<file path="src/rtl/calc_pkg.sv">
// Shared encodings for the keyboard calculator core: FSM states, operator codes,
// PS/2 set-2 key bytes and small decode helpers.
package calc_pkg;

  typedef enum logic [2:0] {
    IDLE   = 3'd0,
    FIRST  = 3'd1,
    SECOND = 3'd2,
    EXEC   = 3'd3,
    CONV   = 3'd4,
    RESULT = 3'd5,
    ERROR  = 3'd6
  } state_t;

  typedef enum logic [1:0] {OP_ADD = 2'd0, OP_SUB = 2'd1, OP_MUL = 2'd2, OP_DIV = 2'd3} op_t;

  localparam logic [7:0] KEY_0     = 8'h70;
  localparam logic [7:0] KEY_1     = 8'h69;
  localparam logic [7:0] KEY_2     = 8'h72;
  localparam logic [7:0] KEY_3     = 8'h7A;
  localparam logic [7:0] KEY_4     = 8'h6B;
  localparam logic [7:0] KEY_5     = 8'h73;
  localparam logic [7:0] KEY_6     = 8'h74;
  localparam logic [7:0] KEY_7     = 8'h6C;
  localparam logic [7:0] KEY_8     = 8'h75;
  localparam logic [7:0] KEY_9     = 8'h7D;
  localparam logic [7:0] KEY_PLUS  = 8'h79;
  localparam logic [7:0] KEY_MINUS = 8'h7B;
  localparam logic [7:0] KEY_MUL   = 8'h7C;
  localparam logic [7:0] KEY_DIV   = 8'h4A;
  localparam logic [7:0] KEY_ENTER = 8'h5A;
  localparam logic [7:0] KEY_ESC   = 8'h76;
  localparam logic [7:0] KEY_DOT   = 8'h71;
  localparam logic [7:0] KEY_BREAK = 8'hF0;
  localparam logic [7:0] KEY_EXT   = 8'hE0;

  // {valid, digit}
  function automatic logic [4:0] key_digit(input logic [7:0] code);
    case (code)
      KEY_0:   return 5'h10;
      KEY_1:   return 5'h11;
      KEY_2:   return 5'h12;
      KEY_3:   return 5'h13;
      KEY_4:   return 5'h14;
      KEY_5:   return 5'h15;
      KEY_6:   return 5'h16;
      KEY_7:   return 5'h17;
      KEY_8:   return 5'h18;
      KEY_9:   return 5'h19;
      default: return 5'h00;
    endcase
  endfunction

  // {valid, op}
  function automatic logic [2:0] key_op(input logic [7:0] code);
    case (code)
      KEY_PLUS:  return {1'b1, OP_ADD};
      KEY_MINUS: return {1'b1, OP_SUB};
      KEY_MUL:   return {1'b1, OP_MUL};
      KEY_DIV:   return {1'b1, OP_DIV};
      default:   return 3'b000;
    endcase
  endfunction

  function automatic longint unsigned pow10(input int n);
    longint unsigned p = 1;
    for (int i = 0; i < n; i++) p = p * 10;
    return p;
  endfunction

endpackage

</file>
<file path="src/rtl/bin2bcd_seq.sv">
// Sequential double-dabble: one input bit per cycle, BIN_W cycles from start.
// done is high during the final iteration cycle; bcd holds the value afterwards.
module bin2bcd_seq #(
  parameter int BIN_W  = 20,
  parameter int DIGITS = 6
) (
  input  logic                  clk,
  input  logic                  rst,
  input  logic                  start,
  input  logic                  abort,
  input  logic [BIN_W-1:0]      bin,
  output logic                  done,
  output logic [4*DIGITS-1:0]   bcd
);
  localparam int CW = $clog2(BIN_W);

  logic [BIN_W-1:0]    sh;
  logic [CW-1:0]       cnt;
  logic                run;
  logic [4*DIGITS-1:0] adj;

  always_comb begin
    adj = bcd;
    for (int i = 0; i < DIGITS; i++)
      if (bcd[4*i+:4] >= 4'd5) adj[4*i+:4] = bcd[4*i+:4] + 4'd3;
  end

  assign done = run && (cnt == CW'(BIN_W-1));

  always_ff @(posedge clk or posedge rst) begin
    if (rst) begin
      sh  <= '0;
      cnt <= '0;
      run <= 1'b0;
      bcd <= '0;
    end else if (abort) begin
      run <= 1'b0;
      bcd <= '0;
    end else if (start) begin
      sh  <= bin;
      cnt <= '0;
      run <= 1'b1;
      bcd <= '0;
    end else if (run) begin
      // value stays below 10^DIGITS, so nothing is lost off the top nibble
      bcd <= {adj[4*DIGITS-2:0], sh[BIN_W-1]};
      sh  <= {sh[BIN_W-2:0], 1'b0};
      cnt <= cnt + 1'b1;
      if (done) run <= 1'b0;
    end
  end
endmodule

</file>
<file path="src/rtl/calc_core_seq.sv">
// Keyboard calculator core: PS/2 byte filter, operand entry, multi-cycle + - x /,
// and BCD conversion. Define CALC_CHAIN_EN to let an operator in RESULT chain the result.
module calc_core_seq
  import calc_pkg::*;
#(
  parameter int         DIGITS    = 6,
  parameter int         BIN_W     = 20,
  parameter logic [3:0] ERR_DIGIT = 4'hE
) (
  input  logic                 iCLK,
  input  logic                 iRST,
  input  logic                 iKEY_VALID,
  input  logic [7:0]           iKEY_CODE,
  output logic                 oBUSY,
  output logic [4*DIGITS-1:0]  oDISP_BCD,
  output logic                 oNEG,
  output logic                 oERR,
  output logic                 oREM_SEL,
  output logic [2:0]           oSTATE
);
  localparam int NW  = 4*DIGITS;
  localparam int CW  = $clog2(BIN_W);
  localparam int DCW = $clog2(DIGITS+1);
  localparam logic [BIN_W:0] LIMIT = (BIN_W+1)'(pow10(DIGITS));

  state_t state, state_n;
  op_t    op, op_n;
  logic   brk;
  logic [NW-1:0]    a_bcd, a_bcd_n, b_bcd, b_bcd_n, res_bcd, rem_bcd;
  logic [BIN_W-1:0] a_bin, a_bin_n, b_bin, b_bin_n, acc, acc_n, rem, rem_n;
  logic [DCW-1:0]   a_cnt, a_cnt_n, b_cnt, b_cnt_n;
  logic [CW-1:0]    cnt, cnt_n, bidx;
  logic             ovf, ovf_n, neg, neg_n, rem_sel, rem_sel_n;
  logic             conv_go, res_done, rem_done, new_a;
  logic [BIN_W:0]   sum, sh1, add1, rsh, rsub;

  logic       key_v, is_dig, is_op, is_ent, is_esc, is_dot;
  logic [4:0] dig;
  logic [2:0] opk;

  // break prefix swallows the following byte; extended prefix is transparent
  assign key_v  = iKEY_VALID && !brk && iKEY_CODE != KEY_BREAK && iKEY_CODE != KEY_EXT;
  assign dig    = key_digit(iKEY_CODE);
  assign opk    = key_op(iKEY_CODE);
  assign is_dig = key_v && dig[4];
  assign is_op  = key_v && opk[2];
  assign is_ent = key_v && iKEY_CODE == KEY_ENTER;
  assign is_esc = key_v && iKEY_CODE == KEY_ESC;
  assign is_dot = key_v && iKEY_CODE == KEY_DOT;
  assign bidx   = CW'(BIN_W-1) - cnt;

  always_ff @(posedge iCLK or posedge iRST) begin
    if (iRST) brk <= 1'b0;
    else if (iKEY_VALID && iKEY_CODE != KEY_EXT)
      brk <= brk ? 1'b0 : (iKEY_CODE == KEY_BREAK);
  end

  function automatic logic [BIN_W-1:0] mac10(input logic [BIN_W-1:0] v, input logic [3:0] d);
    return (v << 3) + (v << 1) + BIN_W'(d);
  endfunction

  always_comb begin
    state_n = state;   op_n = op;
    a_bcd_n = a_bcd;   a_bin_n = a_bin;   a_cnt_n = a_cnt;
    b_bcd_n = b_bcd;   b_bin_n = b_bin;   b_cnt_n = b_cnt;
    acc_n = acc;       rem_n = rem;       cnt_n = cnt;
    ovf_n = ovf;       neg_n = neg;       rem_sel_n = rem_sel;
    conv_go = 1'b0;    new_a = 1'b0;
    sum = '0; sh1 = '0; add1 = '0; rsh = '0; rsub = '0;
    case (state)
      IDLE: if (is_dig) new_a = 1'b1;
      FIRST: begin
        if (is_dig && a_cnt < DCW'(DIGITS)) begin
          a_bcd_n = {a_bcd[NW-5:0], dig[3:0]};
          a_bin_n = mac10(a_bin, dig[3:0]);
          a_cnt_n = a_cnt + 1'b1;
        end else if (is_op) begin
          op_n = op_t'(opk[1:0]);
          b_bcd_n = '0; b_bin_n = '0; b_cnt_n = '0;
          state_n = SECOND;
        end
      end
      SECOND: begin
        if (is_op && b_cnt == '0) op_n = op_t'(opk[1:0]);
        else if (is_dig && b_cnt < DCW'(DIGITS)) begin
          b_bcd_n = {b_bcd[NW-5:0], dig[3:0]};
          b_bin_n = mac10(b_bin, dig[3:0]);
          b_cnt_n = b_cnt + 1'b1;
        end else if (is_ent && b_cnt != '0) begin
          cnt_n = '0; ovf_n = 1'b0; neg_n = 1'b0; rem_n = '0;
          acc_n = (op == OP_DIV) ? a_bin : '0;
          state_n = EXEC;
        end
      end
      EXEC: begin
        case (op)
          OP_ADD: begin
            sum = {1'b0, a_bin} + {1'b0, b_bin};
            if (sum >= LIMIT) state_n = ERROR;
            else begin
              acc_n = sum[BIN_W-1:0]; conv_go = 1'b1; state_n = CONV;
            end
          end
          OP_SUB: begin
            if (a_bin < b_bin) begin
              acc_n = b_bin - a_bin; neg_n = 1'b1;
            end else acc_n = a_bin - b_bin;
            conv_go = 1'b1; state_n = CONV;
          end
          OP_MUL: begin
            // MSB-first shift-add; any bit pushed past BIN_W is sticky overflow
            sh1   = {acc, 1'b0};
            add1  = {1'b0, sh1[BIN_W-1:0]} + (b_bin[bidx] ? {1'b0, a_bin} : '0);
            acc_n = add1[BIN_W-1:0];
            ovf_n = ovf | sh1[BIN_W] | add1[BIN_W];
            cnt_n = cnt + 1'b1;
            if (cnt == CW'(BIN_W-1)) begin
              cnt_n = '0;
              if (ovf_n || {1'b0, acc_n} >= LIMIT) state_n = ERROR;
              else begin conv_go = 1'b1; state_n = CONV; end
            end
          end
          OP_DIV: begin
            if (cnt == '0 && b_bin == '0) state_n = ERROR;
            else begin
              rsh  = {rem, acc[BIN_W-1]};
              rsub = rsh - {1'b0, b_bin};
              if (rsh >= {1'b0, b_bin}) begin
                rem_n = rsub[BIN_W-1:0]; acc_n = {acc[BIN_W-2:0], 1'b1};
              end else begin
                rem_n = rsh[BIN_W-1:0];  acc_n = {acc[BIN_W-2:0], 1'b0};
              end
              cnt_n = cnt + 1'b1;
              if (cnt == CW'(BIN_W-1)) begin
                cnt_n = '0; conv_go = 1'b1; state_n = CONV;
              end
            end
          end
          default: state_n = ERROR;
        endcase
      end
      CONV: if (res_done && rem_done) state_n = RESULT;
      RESULT: begin
        if (is_dig) new_a = 1'b1;
        else if (is_dot && op == OP_DIV) rem_sel_n = ~rem_sel;
`ifdef CALC_CHAIN_EN
        else if (is_op && !neg) begin
          a_bcd_n = res_bcd; a_bin_n = acc; a_cnt_n = DCW'(DIGITS);
          b_bcd_n = '0; b_bin_n = '0; b_cnt_n = '0;
          op_n = op_t'(opk[1:0]); rem_sel_n = 1'b0;
          state_n = SECOND;
        end
`endif
      end
      ERROR: if (is_dig) new_a = 1'b1;
      default: state_n = IDLE;
    endcase

    if (new_a) begin
      a_bcd_n = NW'(dig[3:0]); a_bin_n = BIN_W'(dig[3:0]); a_cnt_n = DCW'(1);
      b_bcd_n = '0; b_bin_n = '0; b_cnt_n = '0;
      neg_n = 1'b0; rem_sel_n = 1'b0;
      state_n = FIRST;
    end
    if (is_esc) begin
      state_n = IDLE; op_n = OP_ADD;
      a_bcd_n = '0; a_bin_n = '0; a_cnt_n = '0;
      b_bcd_n = '0; b_bin_n = '0; b_cnt_n = '0;
      acc_n = '0; rem_n = '0; cnt_n = '0;
      ovf_n = 1'b0; neg_n = 1'b0; rem_sel_n = 1'b0;
    end
  end

  always_ff @(posedge iCLK or posedge iRST) begin
    if (iRST) begin
      state <= IDLE;  op <= OP_ADD;
      a_bcd <= '0; a_bin <= '0; a_cnt <= '0;
      b_bcd <= '0; b_bin <= '0; b_cnt <= '0;
      acc <= '0; rem <= '0; cnt <= '0;
      ovf <= 1'b0; neg <= 1'b0; rem_sel <= 1'b0;
    end else begin
      state <= state_n;  op <= op_n;
      a_bcd <= a_bcd_n; a_bin <= a_bin_n; a_cnt <= a_cnt_n;
      b_bcd <= b_bcd_n; b_bin <= b_bin_n; b_cnt <= b_cnt_n;
      acc <= acc_n; rem <= rem_n; cnt <= cnt_n;
      ovf <= ovf_n; neg <= neg_n; rem_sel <= rem_sel_n;
    end
  end

  bin2bcd_seq #(.BIN_W(BIN_W), .DIGITS(DIGITS)) u_res_bcd (
    .clk(iCLK), .rst(iRST), .start(conv_go), .abort(is_esc),
    .bin(acc_n), .done(res_done), .bcd(res_bcd)
  );

  bin2bcd_seq #(.BIN_W(BIN_W), .DIGITS(DIGITS)) u_rem_bcd (
    .clk(iCLK), .rst(iRST), .start(conv_go), .abort(is_esc),
    .bin(rem_n), .done(rem_done), .bcd(rem_bcd)
  );

  // EXEC/CONV keep showing B, the value on display when Enter was pressed
  always_comb begin
    oDISP_BCD = '0;
    case (state)
      FIRST:             oDISP_BCD = a_bcd;
      SECOND, EXEC, CONV: oDISP_BCD = b_bcd;
      RESULT:            oDISP_BCD = rem_sel ? rem_bcd : res_bcd;
      ERROR:             oDISP_BCD = {DIGITS{ERR_DIGIT}};
      default:           oDISP_BCD = '0;
    endcase
  end

  assign oBUSY    = (state == EXEC) || (state == CONV);
  assign oERR     = (state == ERROR);
  assign oNEG     = neg;
  assign oREM_SEL = rem_sel;
  assign oSTATE   = state;
endmodule

</file>
<file path="config.mk">
export PLATFORM = sky130hd
export DESIGN_NAME = calc_core_seq
export DESIGN_NICKNAME = d
export VERILOG_FILES = /design/src/rtl/calc_pkg.sv /design/src/rtl/bin2bcd_seq.sv /design/src/rtl/calc_core_seq.sv
export SDC_FILE = /design/constraint.sdc
export NUM_CORES = 1
export LEC_CHECK = 0
export BUFFER_PORTS_ARGS = -buffer_cell sky130_fd_sc_hd__buf_4
export CAP_MARGIN = 25
export CORE_UTILIZATION = 45
export DETAILED_ROUTE_END_ITERATION = 10
export HOLD_SLACK_MARGIN = 0.06
export SLEW_MARGIN = 30
export SYNTH_ARGS = -nofsm -noshare
export SYNTH_HDL_FRONTEND = slang
export SYNTH_SLANG_ARGS = --single-unit
</file>
<file path="constraint.sdc">
create_clock -name iCLK -period 7.43 [get_ports iCLK]
set_input_delay 0.743 -clock iCLK [delete_from_list [all_inputs] [get_ports iCLK]]
set_output_delay 0.743 -clock iCLK [all_outputs]
set_load 0.005 [all_outputs]
</file>
==> results of run 1 <==
## flip-flops by register name (all words and copies together) (netlist names), 2 cells and up
| name | count |
|---|---|
| a_bcd | 24 |
| b_bcd | 24 |
| u_rem_bcd.bcd | 24 |
| u_res_bcd.bcd | 24 |
| acc | 20 |
| rem | 20 |
| u_rem_bcd.sh | 20 |
| u_res_bcd.sh | 20 |
| a_bin | 19 |
| b_bin | 19 |
| cnt | 5 |
| u_rem_bcd.cnt | 5 |
| u_res_bcd.cnt | 5 |
| a_cnt | 3 |
| b_cnt | 3 |
| oSTATE | 3 |
| op | 2 |
## layer usage
layer	vias up	wire (µm)
li1	9699	-
met1	10000	32700
met2	889	32500
met3	156	6400
met4	0	2700
met5	-	0
## kinds of logic after synthesis
family                     synth area share, %
and+or+nand+nor                           19.2
AOI/OAI and AO/OA                         25.2
buffers and inverters                     5.10
DFF                                       28.7
adders and majority gates                 12.5
xor gates and xnor gates                  4.70
muxes                                     4.61
## power breakdown
group | total [mW] | switching (mW) | internal, mW
clock network | 1.70 | 0.671 | 1.03
logic | 0.816 | 0.535 | 0.281
registers | 1.44 | 0.0687 | 1.38
total | 3.96 | 1.27 | 2.68
## area by class of cell
| cell class | count | area (µm²) | share of cell area (%) |
|---|---|---|---|
| inverter | 141 | 533 | 2.27 |
| tap | 607 | 759 | 3.23 |
| clock buffer | 40 | 890 | 3.78 |
| multi-input combinational | 2170 | 14200 | 60.5 |
| timing repair buffer | 87 | 689 | 2.93 |
| sequential | 246 | 6160 | 26.2 |
| clock inverter | 18 | 260 | 1.11 |
## cells in the final DEF, fill, tap and decap left out, drive strengths merged, types with 22 or more instances in the layout
cell type	count
nor3	56
inv	142
nand2b	36
mux2i	74
xnor2	75
and2	35
nor4	23
a21oi	207
clkbuf	40
nand3	64
a22oi	27
o211ai	39
a211oi	23
xor2	40
a31oi	28
nand2	375
ha	199
dfrtp	246
o31ai	28
nor2b	22
o21ai	293
a21o	31
nor2	196
buf	87
## final timing paths
kind / slack, ns / to / startpoint / depth (start not counted)
worst min register to register: 0.49 / u_rem_bcd.sh[8] / u_rem_bcd.sh[8] / 2
min in group iCLK: 0.47 / brk / iKEY_VALID / 4
max in group asynchronous: 5.80 / a_bin[19] / iRST / 4
worst min-delay path: 0.29 / u_rem_bcd.sh[8] / iRST / 2
worst max-delay path: 0.89 / u_res_bcd.bcd[3] / b_bin[1] / 22
worst max register to register: 0.89 / u_res_bcd.bcd[3] / b_bin[1] / 22
==> metrics.txt, run 1 <==
# TYPE chip_impl_metric gauge
chip_impl_info{name="status",value="completed"} 1
chip_impl_info{name="cell_type_of_the_slowest_stage_on_the_worst_timing_path",value="nor2_2"} 1
chip_impl_metric{name="start_util",unit="%"} 45.8
chip_impl_metric{name="place.detailed.hpwl",unit="µm"} 54900
chip_impl_metric{name="finalNetCount",unit=""} 2896
chip_impl_metric{name="leakage_power_figure",unit="nW"} 10.4
chip_impl_metric{name="critPathBufInv",unit=""} 4
chip_impl_metric{name="floorplan.die.width",unit="µm"} 220
chip_impl_metric{name="finalClockSkew",unit="ns"} 0.0323
chip_impl_metric{name="largest_buffer_count_on_any_clock_path",unit=""} 3
chip_impl_info{name="setup_repair_after_global_routing_missed_its_margin",value="no"} 1
chip_impl_metric{name="synth_cells",unit=""} 2702
chip_impl_info{name="gr-max-usage-layer",value="met2"} 1
chip_impl_metric{name="cts_sinks",unit=""} 246
chip_impl_metric{name="rows",unit=""} 79
chip_impl_metric{name="syn_area",unit="mm²"} 0.0214
chip_impl_metric{name="cts_made_buffers",unit=""} 31
chip_impl_metric{name="fin_crit",unit="ns"} 6.54
chip_impl_metric{name="ir_drop",unit="mV"} 0.210
chip_impl_info{name="hold_path.class",value="in2async"} 1
chip_impl_metric{name="clkTransAtPathRegs",unit="ns"} 0.06
chip_impl_metric{name="ys_async_sr_fraction",unit="%"} 100
chip_impl_metric{name="finalSetupTns",unit="ns"} 0
chip_impl_metric{name="number_of_distinct_library_cell_variants_in_the_gate_level_netlist_after_synthesis",unit=""} 82
chip_impl_metric{name="die_height",unit="µm"} 220
chip_impl_metric{name="num_vias",unit=""} 20800
chip_impl_info{name="synth_most_common_cell",value="nand2_1"} 1
chip_impl_metric{name="grt_antenna_before_repair",unit=""} 0
chip_impl_metric{name="total_of_warnings_raised_by_yosys",unit=""} 0
chip_impl_info{name="cp_top_family",value="compound AO/OA/AOI/OAI gates"} 1
chip_impl_metric{name="maxClockFrequency",unit="MHz"} 153
chip_impl_info{name="commonest_cells_in_the_synthesized_netlist",value="375 x nand2_1, 273 x o21ai_0, 246 x dfrtp_1, 207 x a21oi_1, 199 x ha_1"} 1
chip_impl_metric{name="global_route.usage.met2",unit="%"} 46.6
chip_impl_metric{name="synth-edff-count",unit=""} 0
chip_impl_metric{name="routed_wire_length_per_instance",unit="µm"} 22.5
chip_impl_metric{name="final_area",unit="mm²"} 0.0235
chip_impl_info{name="postSynth.topFlopCell",value="dfrtp_1"} 1
chip_impl_info{name="dominant_cell_type_by_area_after_synthesis",value="dfrtp_1"} 1
chip_impl_metric{name="tot_gr_track_use",unit="%"} 30.2
chip_impl_metric{name="dp.cells",unit=""} 3249
chip_impl_metric{name="floorplan_die_area",unit="mm²"} 0.0485
chip_impl_metric{name="arrival",unit="ns"} 7.07
chip_impl_metric{name="tightestPinTransition",unit="ns"} 1.05
chip_impl_metric{name="final_standard_cell_count_with_taps_included_and_fillers_excluded",unit=""} 3309
chip_impl_metric{name="pre_cts_slack",unit="ns"} 1.05
chip_impl_metric{name="detail_route.vias_per_cell",unit=""} 6.28
chip_impl_metric{name="yosysSeqAreaShare",unit="%"} 28.7
chip_impl_metric{name="drt_first_pass_iters",unit=""} 6
chip_impl_metric{name="post_cts_resize_count",unit=""} 0
chip_impl_metric{name="initialDrtViolationCount",unit=""} 2084
chip_impl_metric{name="finalCritPeriodShare",unit="%"} 88.1
chip_impl_metric{name="port-buffer-count",unit=""} 41
chip_impl_info{name="setup_crit_path_kind",value="reg2reg"} 1
chip_impl_metric{name="slowest_delay",unit="ns"} 0.65
chip_impl_metric{name="finalSetupViolCount",unit=""} 0
chip_impl_metric{name="core_area",unit="mm²"} 0.0468
chip_impl_metric{name="number_of_global_route_vias_before_repair",unit=""} 19400
chip_impl_metric{name="total_power",unit="mW"} 3.96
chip_impl_metric{name="antennaDiodeCount",unit=""} 0
chip_impl_metric{name="critPathMaxFanout",unit=""} 26
chip_impl_metric{name="largest_net_degree_at_the_start_of_global_routing",unit=""} 163
chip_impl_metric{name="ios",unit=""} 42
chip_impl_metric{name="timing.max_cap.violations",unit=""} 0
chip_impl_info{name="yosys-top-cells-area",value="dfrtp_1 29%, ha_1 12%, nand2_1 6.6%"} 1
chip_impl_metric{name="areaGrowthSynthToFinish",unit="%"} 9.78
chip_impl_metric{name="postCtsSetupBuffers",unit=""} 0
chip_impl_metric{name="hold_violations",unit=""} 0
chip_impl_metric{name="drv_slew",unit=""} 0
chip_impl_info{name="clockRootBuffer",value="clkbuf_16"} 1
chip_impl_metric{name="antenna_left",unit=""} 0
chip_impl_metric{name="avgSynthCellArea",unit="µm²"} 7.93
chip_impl_metric{name="timing.max_slew.rel_slack",unit="%"} 29.6
chip_impl_info{name="clock_tree_from_tritoncts",value="built"} 1
chip_impl_metric{name="htree_levels",unit=""} 1
chip_impl_metric{name="clock_insertion_delay_worst_skew",unit="ns"} 0.61
chip_impl_metric{name="final_critical_path_setup_slack",unit="ns"} 0.888
chip_impl_metric{name="final_layout_size_suffix_gt1_share",unit="%"} 7.18
chip_impl_metric{name="grt.met3_usage",unit="%"} 5.62
chip_impl_metric{name="remaining_drc_errors",unit=""} 0
chip_impl_metric{name="synth-seq-cells",unit=""} 246
chip_impl_metric{name="power.density_cell_area",unit="mW/mm²"} 168
chip_impl_info{name="worst_setup_path_end_kind",value="flip-flop"} 1
chip_impl_info{name="crit_path_cell_trace",value="inv_1 > mux4_2 > o21ai_0 > a221oi_1 > nor2_1 > buf_4 > and2_1 > ha_1 > inv_1 > fa_1 > nor2b_1 > o2111ai_1 > nand4_1 > a21oi_1 > a32oi_1 > nor4b_1 > o211ai_1 > o31a_1 > a211oi_4 > inv_2 > nor2_2 > a32o_1"} 1
chip_impl_metric{name="grt_use_met1",unit="%"} 42.4
chip_impl_metric{name="synth_fp_nets",unit=""} 2921
chip_impl_metric{name="postLayoutCoreUtil",unit="%"} 50.3
chip_impl_metric{name="finalWeightedCongestion",unit=""} 0.993
chip_impl_metric{name="synth_top_area_share",unit="%"} 28.7
chip_impl_metric{name="post_cts_hold_buffer_count",unit=""} 0
chip_impl_metric{name="globalRoute.totalOverflow",unit=""} 0
chip_impl_metric{name="grt_pass1_wl",unit="µm"} 114000
chip_impl_metric{name="hold_slack",unit="ns"} 0.287
chip_impl_metric{name="drt-total-wl",unit="µm"} 74300
chip_impl_metric{name="fillCellCount",unit=""} 4580
chip_impl_metric{name="detailed_place.area",unit="mm²"} 0.0223
chip_impl_metric{name="crit_required",unit="ns"} 7.96
chip_impl_info{name="worst_setup_path_start_kind",value="flip-flop"} 1
chip_impl_info{name="path_common_cell",value="inv_1"} 1
(Power assumes the default switching activity.)
==> run 2: changes to the inputs <==
--- a/config.mk
+++ b/config.mk
@@ -6,11 +6,11 @@
 export NUM_CORES = 1
 export LEC_CHECK = 0
 export BUFFER_PORTS_ARGS = -buffer_cell sky130_fd_sc_hd__buf_4
-export CAP_MARGIN = 25
 export CORE_UTILIZATION = 45
 export DETAILED_ROUTE_END_ITERATION = 10
-export HOLD_SLACK_MARGIN = 0.06
+export HOLD_SLACK_MARGIN = 0.15
 export SLEW_MARGIN = 30
 export SYNTH_ARGS = -nofsm -noshare
 export SYNTH_HDL_FRONTEND = slang
+export SYNTH_HIERARCHICAL = 1
 export SYNTH_SLANG_ARGS = --single-unit
==> run 2 against run 1 <==
Effect of this change:
- cell area shrank 3.7%
- sequential power shrank 3%
- sequential cell count unchanged
- synthesized cell count is 9.3% lower
- register-to-register slack got worse by 0.32 ns
- maximum frequency is 4.7% lower
- largest power group unchanged
- final cell count down 7.3%
- clock power decreased by 6%
- highest routed layer unchanged
- global-route usage decreased by 2.0 points
- hold slack gained 0.0028 ns
==> metrics.txt, run 2 <==
# TYPE chip_impl_metric gauge
chip_impl_metric{name="floorplan.die.width",unit="µm"} 216
chip_impl_metric{name="rr_worst_depth",unit=""} 22
chip_impl_info{name="synth_most_common_cell",value="nand2_1"} 1
chip_impl_metric{name="leakage_power_figure",unit="nW"} 10.3
chip_impl_metric{name="pre_cts_slack",unit="ns"} 0.685
chip_impl_metric{name="largest_buffer_count_on_any_clock_path",unit=""} 3
chip_impl_metric{name="finalNetCount",unit=""} 2662
chip_impl_info{name="clock_tree_from_tritoncts",value="built"} 1
chip_impl_info{name="postSynth.topFlopCell",value="dfrtp_1"} 1
chip_impl_metric{name="largest_net_degree_at_the_start_of_global_routing",unit=""} 83
chip_impl_metric{name="post_cts_resize_count",unit=""} 0
chip_impl_metric{name="finalWeightedCongestion",unit=""} 0.993
chip_impl_metric{name="globalRoute.totalOverflow",unit=""} 0
chip_impl_metric{name="drt_first_pass_iters",unit=""} 7
chip_impl_metric{name="total_of_warnings_raised_by_yosys",unit=""} 6
chip_impl_metric{name="finalSetupTns",unit="ns"} 0
chip_impl_metric{name="yosysSeqAreaShare",unit="%"} 29.8
chip_impl_metric{name="critPathMaxFanout",unit=""} 20
chip_impl_info{name="dominant_cell_type_by_area_after_synthesis",value="dfrtp_1"} 1
chip_impl_metric{name="final_layout_size_suffix_gt1_share",unit="%"} 8.59
chip_impl_info{name="yosys-top-cells-area",value="dfrtp_1 30%, ha_1 12%, mux2i_1 6.1%"} 1
chip_impl_metric{name="timing.max_slew.rel_slack",unit="%"} 42.2
chip_impl_metric{name="synth-seq-cells",unit=""} 246
chip_impl_metric{name="synth-edff-count",unit=""} 0
chip_impl_metric{name="num_vias",unit=""} 18500
chip_impl_metric{name="fin_crit",unit="ns"} 6.87
chip_impl_metric{name="initialDrtViolationCount",unit=""} 1445
chip_impl_info{name="setup_crit_path_kind",value="reg2reg"} 1
chip_impl_metric{name="remaining_drc_errors",unit=""} 0
chip_impl_metric{name="antenna_left",unit=""} 0
chip_impl_metric{name="ys_async_sr_fraction",unit="%"} 100
chip_impl_metric{name="post_cts_hold_buffer_count",unit=""} 0
chip_impl_info{name="hold_path.class",value="in2async"} 1
chip_impl_metric{name="clock_insertion_delay_worst_skew",unit="ns"} 0.62
chip_impl_metric{name="cts_made_buffers",unit=""} 30
chip_impl_metric{name="place.detailed.hpwl",unit="µm"} 50300
chip_impl_metric{name="synth_top_area_share",unit="%"} 29.8
chip_impl_metric{name="port-buffer-count",unit=""} 41
chip_impl_info{name="final_common_cell",value="nand2_1"} 1
chip_impl_metric{name="cts_sinks",unit=""} 246
chip_impl_metric{name="postCtsSetupBuffers",unit=""} 0
chip_impl_info{name="worst_setup_path_end_kind",value="flip-flop"} 1
chip_impl_metric{name="avgSynthCellArea",unit="µm²"} 8.44
chip_impl_metric{name="ios",unit=""} 42
chip_impl_metric{name="timing.max_cap.violations",unit=""} 0
chip_impl_metric{name="die_height",unit="µm"} 216
chip_impl_metric{name="routed_wire_length_per_instance",unit="µm"} 21.9
chip_impl_metric{name="arrival",unit="ns"} 7.33
chip_impl_metric{name="finalCritPeriodShare",unit="%"} 92.4
chip_impl_info{name="setup_repair_after_global_routing_missed_its_margin",value="no"} 1
chip_impl_metric{name="core_area",unit="mm²"} 0.0454
chip_impl_metric{name="start_util",unit="%"} 45.6
chip_impl_info{name="reg2reg_from",value="cnt[0]"} 1
chip_impl_metric{name="synth_cells",unit=""} 2450
chip_impl_metric{name="ir_drop",unit="mV"} 0.167
chip_impl_metric{name="tot_gr_track_use",unit="%"} 28.2
chip_impl_metric{name="clkTransAtPathRegs",unit="ns"} 0.07
chip_impl_metric{name="hold_violations",unit=""} 0
chip_impl_metric{name="drv_slew",unit=""} 0
chip_impl_metric{name="reg2reg_slack",unit="ns"} 0.56
chip_impl_info{name="clockRootBuffer",value="clkbuf_16"} 1
chip_impl_metric{name="crit_required",unit="ns"} 7.89
chip_impl_metric{name="floorplan_die_area",unit="mm²"} 0.0468
chip_impl_info{name="status",value="completed"} 1
chip_impl_info{name="mostFrequentLayoutCells",value="284 x nand2_1, 252 x o21ai_0, 246 x dfrtp_1, 199 x ha_1, 167 x a21oi_1"} 1
chip_impl_metric{name="grt_pass1_wl",unit="µm"} 104000
chip_impl_metric{name="synth_fp_nets",unit=""} 2669
chip_impl_metric{name="finalClockSkew",unit="ns"} 0.0525
chip_impl_metric{name="final_critical_path_setup_slack",unit="ns"} 0.564
chip_impl_info{name="regToRegEndpoint",value="u_res_bcd/bcd[23]"} 1
chip_impl_metric{name="syn_area",unit="mm²"} 0.0207
chip_impl_metric{name="htree_levels",unit=""} 1
chip_impl_metric{name="rows",unit=""} 78
chip_impl_metric{name="grt_antenna_before_repair",unit=""} 0
chip_impl_metric{name="number_of_global_route_vias_before_repair",unit=""} 17800
chip_impl_metric{name="detail_route.vias_per_cell",unit=""} 6.03
chip_impl_metric{name="hold_slack",unit="ns"} 0.290
chip_impl_metric{name="number_of_distinct_library_cell_variants_in_the_gate_level_netlist_after_synthesis",unit=""} 87
chip_impl_info{name="commonest_cells_in_the_synthesized_netlist",value="284 x nand2_1, 252 x o21ai_0, 246 x dfrtp_1, 199 x ha_1, 169 x a21oi_1"} 1
chip_impl_metric{name="antennaDiodeCount",unit=""} 0
chip_impl_metric{name="finalSetupViolCount",unit=""} 0
chip_impl_metric{name="drt-total-wl",unit="µm"} 67100
chip_impl_metric{name="maxClockFrequency",unit="MHz"} 146
chip_impl_metric{name="power.density_cell_area",unit="mW/mm²"} 147
chip_impl_info{name="worst_setup_path_start_kind",value="flip-flop"} 1
chip_impl_metric{name="areaGrowthSynthToFinish",unit="%"} 9.55
chip_impl_metric{name="tightestPinTransition",unit="ns"} 0.858
-- run 2: how the worst max path moves through the flow --
stage | start | end | depth (start not counted)
global placement | cnt[0] | u_rem_bcd/cnt[2] | 24
finish | cnt[0] | u_res_bcd/bcd[23] | 22
global route | cnt[0] | u_rem_bcd/sh[17] | 23
CTS | cnt[0] | u_res_bcd/bcd[23] | 22
floorplan | cnt[0] | u_rem_bcd/bcd[11] | 26
detailed placement | cnt[0] | u_rem_bcd/bcd[23] | 22
-- run 2: cell families (layout without fill, tap and decap cells) --
family | Yosys count | count (layout) | share of synthesized area [%]
AO/OA/AOI/OAI | 746 | 746 | 23.2
XOR/XNOR | 128 | 128 | 5.42
adder cells (fa/ha/maj) | 208 | 208 | 12.9
buffers and inverters | 270 | 287 | 5.40
flip-flops | 246 | 246 | 29.8
multiplexers | 144 | 144 | 7.40
AND/OR/NAND/NOR | 708 | 708 | 15.9
-- run 2: metal layers --
layer	up-vias	wire, µm	GRT usage [%]
li1	8825	-	-
met4	0	2550	10.4
met5	-	0	0
met2	518	31800	47.3
met3	140	3320	3.38
met1	9023	29400	37.3
-- run 2: per-stage QoR --
step / area (µm²) / power (mW) / instances / utilization (%)
4_1_cts: 22700 / 3.35 / 3067 / 49.9
5_1_grt: 22700 / 3.44 / 3067 / 49.9
3_3_place_gp: 21600 / 1.74 / 3011 / 47.5
2_1_floorplan: 20700 / 1.64 / 2450 / -
6_report: 22700 / 3.33 / 3067 / 49.9
3_5_place_dp: 21600 / 1.74 / 3011 / 47.6
-- run 2: layout make-up --
type,instances,area [µm²]
timing repair buffer,89,684
inverter,142,538
clock inverter,17,248
clock buffer,39,815
tap,600,751
sequential,246,6160
multi-input combinational,1934,13500
fill,4397,22700
-- run 2: worst max-delay path, stage by stage (launching register included) --
cell and delay (ns):
dfrtp_1 0.62, mux4_2 0.58, mux4_2 0.48, a22oi_1 0.19
buf_4 0.30, nand2b_1 0.20, inv_1 0.06, ha_1 0.27
a21oi_1 0.20, o21bai_1 0.14, or4_1 0.43, a31o_2 0.27
a21oi_1 0.18, xnor2_1 0.10, or4_1 0.41, o211ai_1 0.17
a2111oi_0 0.14, buf_4 0.17, o21ai_0 0.28, and3_2 0.40
or3_1 0.70, o31ai_1 0.16, a32o_1 0.24
-- run 2: where the power goes --
group          leakage, nW  switching (mW)  internal [mW]
logic                 6.53           0.210          0.123
clock network        0.505           0.655          0.950
registers             3.31          0.0271           1.36
total                 10.3           0.893           2.43
==> run 3: changes to the inputs <==
--- a/config.mk
+++ b/config.mk
@@ -5,7 +5,7 @@
 export SDC_FILE = /design/constraint.sdc
 export NUM_CORES = 1
 export LEC_CHECK = 0
-export BUFFER_PORTS_ARGS = -buffer_cell sky130_fd_sc_hd__buf_4
+export BUFFER_PORTS_ARGS = -buffer_cell sky130_fd_sc_hd__buf_2
 export CORE_UTILIZATION = 45
 export DETAILED_ROUTE_END_ITERATION = 10
 export HOLD_SLACK_MARGIN = 0.15
==> run 3 against run 2 <==
Effect of this change:
- power rose by 2.5%
- critical path depth rose by 1
- clock-buffer cell count fell by 1
- wire length rose by 0.50%
- die area did not move
- final cell count fell by 0.13%
- sequential share of layout area rose by 0.059 points
- cell area fell by 0.22%
- clock skew fell by 0.033 ns
- critical path type unchanged
- largest cell class unchanged
==> metrics.txt, run 3 (synthesis gave the netlist of run 2 again) <==
# TYPE chip_impl_metric gauge
chip_impl_metric{name="rows",unit=""} 78
chip_impl_metric{name="grt_pass1_wl",unit="µm"} 105000
chip_impl_metric{name="tightestPinTransition",unit="ns"} 1.00
chip_impl_metric{name="largest_net_degree_at_the_start_of_global_routing",unit=""} 86
chip_impl_metric{name="globalRoute.totalOverflow",unit=""} 0
chip_impl_info{name="final_common_cell",value="nand2_1"} 1
chip_impl_info{name="hold_path.class",value="in2async"} 1
chip_impl_metric{name="die_height",unit="µm"} 216
chip_impl_metric{name="maxClockFrequency",unit="MHz"} 152
chip_impl_metric{name="finalSetupTns",unit="ns"} 0
chip_impl_metric{name="routed_wire_length_per_instance",unit="µm"} 22.0
chip_impl_metric{name="core_area",unit="mm²"} 0.0454
chip_impl_metric{name="power_frac_seq",unit="%"} 40.7
chip_impl_metric{name="crit_required",unit="ns"} 7.90
chip_impl_metric{name="multi_input_area",unit="mm²"} 0.0135
chip_impl_metric{name="start_util",unit="%"} 45.6
chip_impl_metric{name="finalClockSkew",unit="ns"} 0.0200
chip_impl_metric{name="drt_first_pass_iters",unit=""} 7
chip_impl_metric{name="postCtsSetupBuffers",unit=""} 0
chip_impl_metric{name="timing.max_slew.rel_slack",unit="%"} 33.2
chip_impl_info{name="clockRootBuffer",value="clkbuf_16"} 1
chip_impl_metric{name="port-buffer-count",unit=""} 41
chip_impl_metric{name="final_layout_size_suffix_gt1_share",unit="%"} 8.61
chip_impl_metric{name="power.density_cell_area",unit="mW/mm²"} 151
chip_impl_metric{name="clkTransAtPathRegs",unit="ns"} 0.07
chip_impl_metric{name="floorplan.die.width",unit="µm"} 216
chip_impl_info{name="worst_setup_path_start_kind",value="flip-flop"} 1
chip_impl_metric{name="antenna_left",unit=""} 0
chip_impl_metric{name="clock_insertion_delay_worst_skew",unit="ns"} 0.59
chip_impl_metric{name="power.net_switching",unit="mW"} 0.901
chip_impl_metric{name="tot_gr_track_use",unit="%"} 28.5
chip_impl_metric{name="finalCritPeriodShare",unit="%"} 88.4
chip_impl_metric{name="htree_levels",unit=""} 1
chip_impl_metric{name="clockPowerShare",unit="%"} 49.5
chip_impl_metric{name="finalWeightedCongestion",unit=""} 0.971
chip_impl_metric{name="ios",unit=""} 42
chip_impl_metric{name="number_of_global_route_vias_before_repair",unit=""} 18200
chip_impl_info{name="reg2reg_from",value="cnt[0]"} 1
chip_impl_metric{name="post_cts_hold_buffer_count",unit=""} 0
chip_impl_info{name="mostFrequentLayoutCells",value="284 x nand2_1, 252 x o21ai_0, 246 x dfrtp_1, 199 x ha_1, 167 x a21oi_1"} 1
chip_impl_metric{name="timing.max_cap.violations",unit=""} 0
chip_impl_metric{name="grt_antenna_before_repair",unit=""} 1
chip_impl_metric{name="floorplan_die_area",unit="mm²"} 0.0468
chip_impl_metric{name="ir_drop",unit="mV"} 0.211
chip_impl_metric{name="p_int",unit="mW"} 2.51
chip_impl_metric{name="num_vias",unit=""} 18600
chip_impl_info{name="clock_tree_from_tritoncts",value="built"} 1
chip_impl_metric{name="rr_worst_depth",unit=""} 23
chip_impl_info{name="status",value="completed"} 1
chip_impl_metric{name="hold_violations",unit=""} 0
chip_impl_metric{name="initialDrtViolationCount",unit=""} 1488
chip_impl_info{name="setup_crit_path_kind",value="reg2reg"} 1
chip_impl_metric{name="detailed_place.area",unit="mm²"} 0.0215
chip_impl_metric{name="area.sequential",unit="mm²"} 0.00616
chip_impl_metric{name="place.detailed.hpwl",unit="µm"} 50500
chip_impl_metric{name="cts_made_buffers",unit=""} 30
chip_impl_metric{name="remaining_drc_errors",unit=""} 0
chip_impl_metric{name="detail_route.vias_per_cell",unit=""} 6.06
chip_impl_metric{name="leakage_power_figure",unit="nW"} 10.4
chip_impl_metric{name="reg2reg_slack",unit="ns"} 0.86
chip_impl_metric{name="largest_buffer_count_on_any_clock_path",unit=""} 3
chip_impl_metric{name="drv_slew",unit=""} 0
chip_impl_info{name="worstSetupStartpoint",value="cnt[0]"} 1
chip_impl_metric{name="power.share.combinational",unit="%"} 9.8
chip_impl_info{name="worst_setup_path_end_kind",value="flip-flop"} 1
chip_impl_metric{name="areaGrowthSynthToFinish",unit="%"} 9.31
chip_impl_metric{name="power.switching_fraction",unit="%"} 26.4
chip_impl_metric{name="pre_cts_slack",unit="ns"} 0.968
chip_impl_metric{name="critPathMaxFanout",unit=""} 18
chip_impl_metric{name="cts_sinks",unit=""} 246
chip_impl_metric{name="fin_crit",unit="ns"} 6.57
chip_impl_info{name="setup_repair_after_global_routing_missed_its_margin",value="no"} 1
chip_impl_metric{name="drt-total-wl",unit="µm"} 67400
chip_impl_info{name="regToRegEndpoint",value="u_res_bcd/bcd[23]"} 1
chip_impl_metric{name="final_critical_path_setup_slack",unit="ns"} 0.859
chip_impl_metric{name="arrival",unit="ns"} 7.04
chip_impl_metric{name="final_area",unit="mm²"} 0.0226
chip_impl_metric{name="antennaDiodeCount",unit=""} 0
chip_impl_metric{name="post_cts_resize_count",unit=""} 0
chip_impl_metric{name="fillCellCount",unit=""} 4386
chip_impl_metric{name="finalSetupViolCount",unit=""} 0
chip_impl_metric{name="finalNetCount",unit=""} 2658
-- run 3: how the worst max path moves through the flow --
stage	endpoint	slack, ns	depth (start not counted)
6_report	u_res_bcd/bcd[23]	0.86	23
3_3_place_gp	u_rem_bcd/cnt[2]	1.03	24
3_5_place_dp	u_res_bcd/bcd[23]	0.97	22
2_1_floorplan	u_rem_bcd/bcd[11]	1.43	26
5_1_grt	u_res_bcd/bcd[23]	0.50	22
4_1_cts	u_rem_bcd/bcd[23]	0.90	22
-- run 3: final cells by class --
cell class	count	share of cell area, %
Tap cell	600	3.32
Multi-Input combinational cell	1934	59.6
Timing Repair Buffer	85	2.51
Clock buffer	38	3.77
Inverter	142	2.39
Clock inverter	18	1.22
Sequential cell	246	27.2
-- run 3: metal layers --
metal | track usage [%] | wire (µm)
met4 | 9.77 | 2230
met3 | 2.98 | 3730
met1 | 37.7 | 29100
met2 | 48.4 | 32400
met5 | 0 | 0
-- run 3: critical path, cell delays in order, from the launching register on --
cell and delay, ns:
dfrtp_1 0.60, mux4_2 0.56, mux4_2 0.47, a22oi_1 0.18, buf_4 0.22, nor2_1 0.06, ha_1 0.20, inv_1 0.07
fa_1 0.20, nor2b_1 0.07, o2111ai_1 0.19, nand2_1 0.18, a31oi_1 0.32, o21ai_0 0.22, xor2_1 0.20, or4_1 0.53
o211ai_1 0.19, a2111oi_0 0.13, buf_4 0.17, o21ai_0 0.15, and3_2 0.38, or3_1 0.72, o31ai_1 0.16, a32o_1 0.24
-- run 3: power groups by stage --
stage                     Combinational [mW]  Sequential (mW)  Clock, mW
after global placement                 0.325             1.41          0
after global routing                   0.368             1.39       1.76
after floorplan                        0.240             1.40          0
final                                  0.334             1.39       1.69
after detailed placement               0.330             1.41          0
after CTS                              0.331             1.39       1.71
-- run 3: per-stage QoR --
| stage | hold WS [ns] | instances | util (%) | total power, mW |
|---|---|---|---|---|
| CTS | 0.321 | 3062 | 49.8 | 3.43 |
| global route | 0.243 | 3063 | 49.8 | 3.51 |
| global placement | 0.462 | 3006 | 47.2 | 1.74 |
| finish | 0.213 | 3063 | 49.8 | 3.41 |
| floorplan | 0.449 | 2450 | - | 1.64 |
| detailed placement | 0.469 | 3006 | 47.3 | 1.74 |
